**src/rtl/pid_sequencer.sv**
```systemverilog
// Steps a fixed PID program ROM, driving operand/destination selects and AluOp to the register bank/ALU.
// Cost per ALU instruction is ALU_LAT+2 cycles (NOP 1), and Start is ignored while Busy because runs are never queued.
module pid_sequencer #(
  parameter int          PROG_LEN    = 8,
  parameter int          ALU_LAT     = 2,
  parameter int          PATCH_PC    = 16,
  parameter logic [15:0] PATCH_INSTR = 16'h0000
) (
  input  logic       clk,
  input  logic       rst,
  input  logic       Start,
  output logic       Busy,
  output logic       Done,
  output logic       Err,
  output logic [1:0] AluOp,
  output logic [3:0] RsAddrs,
  output logic [3:0] RtAddrs,
  output logic [3:0] RdAddrs,
  output logic       WtReg
);

  typedef enum logic [2:0] {S_IDLE, S_FETCH, S_ISSUE, S_WRITE, S_DONE} state_t;

  localparam logic [4:0] LP_LEN    = 5'(PROG_LEN);
  localparam logic [2:0] LP_LAT_M1 = 3'(ALU_LAT - 1);

  state_t      r_state, w_state_nxt;
  logic [4:0]  r_pc;
  logic [2:0]  r_cnt;
  logic [3:0]  r_rs, r_rt, r_rd;
  logic [1:0]  r_aluop;
  logic        r_err;

  logic [15:0] w_instr;
  logic [3:0]  w_op;
  logic        w_is_alu, w_is_halt, w_last, w_rd_legal;
  logic [4:0]  w_pc_next;

  // Program: e = REF-POT; scaled P and I terms summed into t2/PWM. Entries 8..15 are NOP.
  function automatic logic [15:0] rom_word(input logic [3:0] a);
    case (a)
      4'd0:    rom_word = 16'h3312;
      4'd1:    rom_word = 16'h4834;
      4'd2:    rom_word = 16'h2773;
      4'd3:    rom_word = 16'h4975;
      4'd4:    rom_word = 16'h2889;
      4'd5:    rom_word = 16'h4936;
      4'd6:    rom_word = 16'h2A89;
      4'd7:    rom_word = 16'h1BA0;
      default: rom_word = 16'h0000;
    endcase
  endfunction

  assign w_instr    = (PATCH_PC == int'(r_pc)) ? PATCH_INSTR : rom_word(r_pc[3:0]);
  assign w_op       = w_instr[15:12];
  assign w_is_alu   = (w_op >= 4'd1) && (w_op <= 4'd4);
  assign w_is_halt  = (w_op == 4'd5);
  assign w_pc_next  = r_pc + 5'd1;
  assign w_last     = (w_pc_next == LP_LEN);
  assign w_rd_legal = (r_rd >= 4'd3) && (r_rd <= 4'd11);

  always_ff @(posedge clk or negedge rst) begin
    if (!rst) r_state <= S_IDLE;
    else      r_state <= w_state_nxt;
  end

  always_comb begin
    w_state_nxt = r_state;
    case (r_state)
      S_IDLE:  if (Start) w_state_nxt = S_FETCH;
      S_FETCH: begin
        if (w_is_halt)     w_state_nxt = S_DONE;
        else if (w_is_alu) w_state_nxt = S_ISSUE;
        else if (w_last)   w_state_nxt = S_DONE;
        else               w_state_nxt = S_FETCH;
      end
      S_ISSUE: if (r_cnt == LP_LAT_M1) w_state_nxt = S_WRITE;
      S_WRITE: w_state_nxt = w_last ? S_DONE : S_FETCH;
      S_DONE:  w_state_nxt = S_IDLE;
      default: w_state_nxt = S_IDLE;
    endcase
  end

  always_comb begin
    Busy  = (r_state != S_IDLE);
    Done  = (r_state == S_DONE);
    WtReg = (r_state == S_WRITE) && w_rd_legal;
  end

  // Selects are captured on the FETCH edge so they are stable from the first ISSUE cycle through WRITE.
  always_ff @(posedge clk or negedge rst) begin
    if (!rst) begin
      r_pc    <= '0;
      r_cnt   <= '0;
      r_rs    <= '0;
      r_rt    <= '0;
      r_rd    <= '0;
      r_aluop <= '0;
      r_err   <= 1'b0;
    end else begin
      case (r_state)
        S_IDLE: if (Start) begin
          r_pc  <= '0;
          r_err <= 1'b0;
        end
        S_FETCH: begin
          r_cnt <= '0;
          if (w_is_alu) begin
            r_rd    <= w_instr[11:8];
            r_rs    <= w_instr[7:4];
            r_rt    <= w_instr[3:0];
            r_aluop <= 2'(w_op - 4'd1);
          end else if (!w_is_halt) begin
            r_pc <= w_pc_next;
          end
        end
        S_ISSUE: r_cnt <= r_cnt + 3'd1;
        S_WRITE: begin
          r_pc <= w_pc_next;
          if (!w_rd_legal) r_err <= 1'b1;
        end
        default: ;
      endcase
    end
  end

  assign Err     = r_err;
  assign AluOp   = r_aluop;
  assign RsAddrs = r_rs;
  assign RtAddrs = r_rt;
  assign RdAddrs = r_rd;

endmodule

```
**config.mk**
```make
export PLATFORM = sky130hd
export DESIGN_NAME = pid_sequencer
export DESIGN_NICKNAME = d
export VERILOG_FILES = /design/src/rtl/pid_sequencer.sv
export SDC_FILE = /design/constraint.sdc
export NUM_CORES = 1
export LEC_CHECK = 0
export ABC_AREA = 0
export CORE_MARGIN = 4
export CORE_UTILIZATION = 40
export CTS_BUF_LIST = sky130_fd_sc_hd__clkbuf_8 sky130_fd_sc_hd__clkbuf_16
export DETAILED_ROUTE_END_ITERATION = 12
export GPL_ROUTABILITY_DRIVEN = 1
export SYNTH_ARGS = -nofsm -noshare
export SYNTH_HDL_FRONTEND = slang
export SYNTH_SLANG_ARGS = --single-unit
```
**constraint.sdc**
```tcl
create_clock -name clk -period 7.15 [get_ports clk]
set_clock_uncertainty 0.2 [all_clocks]
set_input_delay 1.43 -clock clk [delete_from_list [all_inputs] [get_ports clk]]
set_output_delay 1.43 -clock clk [all_outputs]
set_load 0.03 [all_outputs]
```
* Word-level counts from Yosys, hierarchy flattened
Memories as Yosys holds them, arrays and structs flattened. Cells that the tools add are included.
Cells by class: add/sub/neg operators 3, magnitude comparators 4, eq/ne operators 13, mux-type cells 16, reductions and logical operators 12
Operator list (count):
- $mux 16 | 2
- $mux 3 | 5
- $mux 5 | 3
- $pmux 5 s3 | 1
- $pmux 3 s4 | 1
- $ne 2x2->1 const B | 5
- $eq 3x1->1 const B | 2
- $eq 3x2->1 const B | 2
- $pmux 3 s2 | 1
- $reduce_bool 3->1 | 2
- $add 5x1->5 const B | 1
- $eq 5x4->1 const B | 1
- $eq 5x5->1 const A | 1
- $eq 4x3->1 const B | 1
- $ge 4x1->1 const B | 1
- $ge 4x2->1 const B | 1
- $le 4x3->1 const B | 1
- $le 4x4->1 const B | 1
- $reduce_and 2->1 | 2
- $reduce_and 4->1 | 1
- $reduce_bool 2->1 | 2
- $add 3x1->3 const B | 1
- $eq 3x3->1 const B | 1
- $logic_and 1x1->1 | 3
- other kinds (5) | 6
Storage, ports and cells: flip-flop bits (word level) 26, memory bits (read-only) 120, bits of input ports 3, output and inout bits 18, word-level logic and storage cells 57, memories kept 1
Memory list:
- (name not given) | words 8, bits a word 15, rd ports 1, clocked after memory_dff 0, write ports 0, RTL line 41 | case (a)

* Logic depth before layout (Yosys ltp)
An unclocked memory read counts as a cell.
depth after elaboration 8, mapped depth 13, depth with buffers taken out 12

* Worst setup path after synthesis
OpenSTA, ideal clock, no wires.
path type register to register, start reg r_pc[0], end reg r_aluop[1], in the netlist AluOp[1], library setup time 0.125 ns, data arrival time 2.767 ns, required time 6.825 ns, path slack 4.058 ns, cell stages (with the launch flop) 14, buffers on the path 2, period minus slack after synthesis 3.092 ns, cell sequence dfrtp_1 buf_4 inv_1 ha_1 nand2_1 o21ai_0 or2_2 inv_1 ha_1 nand2b_1 o21ba_2 nor4_4 buf_6 mux2_2
Between the ends: word-level cells in the longest chain between the ends 6, elaborated cells between the ends (all ways) 9, classes of those cells 1 x add/sub; 2 x order compare; 1 x eq/ne; 2 x mux; 2 x reduce/logical; 1 x memory
RTL lines:
- start, declared | RTL line 28 | logic [4:0] r_pc;
- start signal, assigned | RTL line 114 | r_pc <= w_pc_next;
- start signal, assigned | RTL line 119 | r_pc <= w_pc_next;
- $mem_v2 8x15
- $mux 16 | RTL line 41
- $mux 16 (*) | RTL line 54 | assign w_instr = (PATCH_PC == int'(r_pc)) ? PATCH_INSTR : rom_word(r_pc[3:0]);
- $ge 4x1->1 or $le 4x3->1 (tied branches) | RTL line 56 | assign w_is_alu = (w_op >= 4'd1) && (w_op <= 4'd4);
- $logic_and 1x1->1 | RTL line 56
- $reduce_and 2->1 (no source line)
- end signal, assigned | RTL line 112 | r_aluop <= 2'(w_op - 4'd1);
- end, declared | RTL line 31 | logic [1:0] r_aluop;
Mark *: on every way between the ends. The rest lies on a longest branch, timed or not. A chain may end at the register's enable or synchronous reset.

* Worst setup path in the final report
start reg r_state[0], end out WtReg
Between the ends: word-level cells in the longest chain between the ends 2
RTL lines:
- start, declared | RTL line 27 | state_t r_state, w_state_nxt;
- start signal, assigned | RTL line 64 | else r_state <= w_state_nxt;
- $eq 3x2->1 | RTL line 87 | WtReg = (r_state == S_WRITE) && w_rd_legal;
- $logic_and 1x1->1 | RTL line 87
- end, declared | RTL line 19 | output logic WtReg
No other way between the ends.

==> metrics.txt <==
status=finished clean; detail-routed via count per cell=5.64; Pleak=0.000843 uW; drt wl/cell=16.0 um; final RePlAce weighted congestion=0.837; final worst path period share=56.3%; Final ANT Viol Nets=0; synthesized area=1640 um^2; Die Height=72.1 um; XOR/XNOR Fraction of Synth Area=0%; fin. max-slew vios=0; grt total ovfl=0; Die W=72.1 um; initial antenna violation count=0; WHS Path Cells=1; Yosys Warn Count=0; fraction of layout cells with a size suffix above 1=15.4%; post-synthesis mux area share=10.7%; met3 GRT Util=2.63%; Fillers=370; R2R Setup Slk=3.31 ns; r2r startpoint=r_pc[0]$_DFFE_PN0P_; CP cell instances=inv_1, nor2_1, and3_1, clkdlybuf4s50_1; Critical Path Fanout Max=15; die area=5190 um^2; Starting Density=41.3%; Clock Path Buffers=2; nets@finish=199; row count=23; Peak VDD IR=0.101 mV; PD cells=264 nW/um^2; simple-gate share of the synthesized area=19.3%; n_diodes=0; Placeable Area=3970 um^2; post-synthesis compound-gate area fraction=16.7%; Synth cell types=42; combinational family with the most area after synthesis=simple AND/OR/NAND/NOR gates; Hold EP=AluOp[0]$_DFFE_PN0P_; GRT Max-Usage Layer=met2; Synth Flop Type=dfrtp_1; FMAX=249 MHz; cts repair resizes=0; adder-cell share of the synthesized area=9.15%; startpoint types=register; synth-to-layout area growth=16.5%; R2R Path End=RdAddrs[0]$_DFFE_PN0P_; cells after synthesis=165; Slew headroom=41.5%; vias in the first global route=1,409; Total GRT Usage=15.5%; final hold vios=0; CP Class=register to output port; grt met1 use=19.5%; Worst Tran Pin Value=0.871 ns; total CTS buffers=3; Critical Path Sink Type=output port; most frequent cells in the layout=dfrtp_1 (26), clkdlybuf4s50_1 (20), mux2_2 (13), a21oi_1 (12), ha_1 (12); pin count of the biggest net entering global routing=27; RSZ-0062 raised after global routing=false; # Max-Cap Violations=0; share of the yosys chip area belonging to registers=39.6%; number of flops mapped to enable cells by yosys=0; H-tree depth=1; root buf cell=clkbuf_8; minimum clock period after layout=4.02 ns; grt met2 use=26.5%; Synth async-reset ratio=100%; Hold Crit Class=register to register; Post-CTS Hold Buffers=0; CP Data Required Time=5.52 ns; post-CTS setup repair buffer count=0; Pre-antenna DRT Iters=4; first-pass GRT wire length=6460 um; final WL=3720 um; Avg Inst Size Synth=9.95 um^2; starting DRC count in detailed routing=67; CP arrival=2.39 ns; Post-DP HPWL=2680 um; CTS tree=done; Remaining DRCs=0; Worst path slowest cell=clkdlybuf4s50_1; clock slew at reported path FFs=0.09 ns; R2R depth=11; Hold WS=0.316 ns; min-delay src=AluOp[0]$_DFFE_PN0P_; setup_tns=0 ns; final setup fails=0; CTS Sinks=26; most common cell after layout, fill and taps aside=dfrtp_1; Vias=1,309; worst skew pair latency=0.27 ns; I/O Buffers=20; Synth Net Count=180; Seq cells post-synth=26; max incr delay on CP=0.67 ns; num ports=21
[cell type report]
type	count	area, um^2	area share [%]
Clock buffer	3	41.3	2.16
Inverter	9	33.8	1.77
Multi-Input combinational cell	123	917	47.9
Sequential cell	26	651	34.0
Tap cell	50	62.6	3.27
Timing Repair Buffer	21	208	10.9
[registers in the layout, indices dropped and copies added (netlist names)]
signal and cells:
r_state 3, RsAddrs 4, r_cnt 3, RtAddrs 4, AluOp 2, r_pc 5
Err 1, RdAddrs 4
[worst max-delay path by stage]
| stage | from | to | slack [ns] | depth (start not counted) |
|---|---|---|---|---|
| 2_1_floorplan | r_pc[0]$_DFFE_PN0P_ | AluOp[1]$_DFFE_PN0P_ | 4.06 | 13 |
| 3_3_place_gp | r_state[0]$_DFFE_PN0P_ | WtReg | 3.45 | 4 |
| 3_5_place_dp | r_pc[0]$_DFFE_PN0P_ | RtAddrs[0]$_DFFE_PN0P_ | 3.29 | 11 |
| 4_1_cts | r_state[0]$_DFFE_PN0P_ | WtReg | 3.13 | 4 |
| 5_1_grt | r_state[0]$_DFFE_PN0P_ | WtReg | 2.94 | 4 |
| 6_report | r_state[0]$_DFFE_PN0P_ | WtReg | 3.13 | 4 |
[synth_stat cells, types with 2 or more instances]
cell type / number / share of area, %
a211oi_1: 3 / 1.4
a21o_1: 2 / 0.91
nor2_1: 11 / 2.5
o21ai_0: 7 / 2.1
or2_2: 4 / 1.5
mux2i_1: 3 / 1.8
buf_2: 2 / 0.61
and3_1: 6 / 2.3
nand2b_1: 4 / 1.5
o21ba_2: 2 / 1.2
clkbuf_1: 3 / 0.69
ha_1: 12 / 9.1
a31oi_1: 4 / 1.5
o22ai_1: 2 / 0.76
a22o_1: 3 / 1.6
nand2_1: 9 / 2.1
inv_1: 9 / 2.1
mux2_2: 13 / 8.9
a21oi_1: 12 / 3.7
nor3_1: 4 / 1.2
nand3_1: 4 / 1.2
dfrtp_1: 26 / 40
[report_power, final]
group          internal (uW)  switching [uW]  total (uW)  leakage [uW]
registers                167            31.0         198      0.000334
clock network           37.9            46.2        84.1     0.0000216
logic                    100             123         223      0.000487
[stage by stage]
step	setup WS (ns)	cells	total power [uW]	utilization (%)	instance area [um^2]
2_1_floorplan	4.06	165	360	-	1640
3_3_place_gp	3.45	229	416	47.1	1870
3_5_place_dp	3.29	229	424	47.1	1870
4_1_cts	3.13	232	509	48.2	1910
5_1_grt	2.94	232	540	48.2	1910
6_report	3.13	232	506	48.2	1910
[routing by layer]
| layer | vias up | part of all wire [%] |
|---|---|---|
| li1 | 630 | - |
| met1 | 649 | 46 |
| met2 | 25 | 50 |
| met3 | 5 | 2.9 |
| met4 | 0 | 1.5 |
| met5 | - | 0 |
[worst max-delay path: cells and delay by family (launching register included)]
family / cells / cell delay (ns)
buf+inv: 2 / 0.86
flops: 1 / 0.62
simple gates: 2 / 0.63
[kinds of logic after synthesis]
kind of cell    Yosys count
mux                      16
fa+ha+maj                12
compound gates           41
simple gates             54
buf+inv                  16
flops                    26
Power figures use the tool's default switching activity.
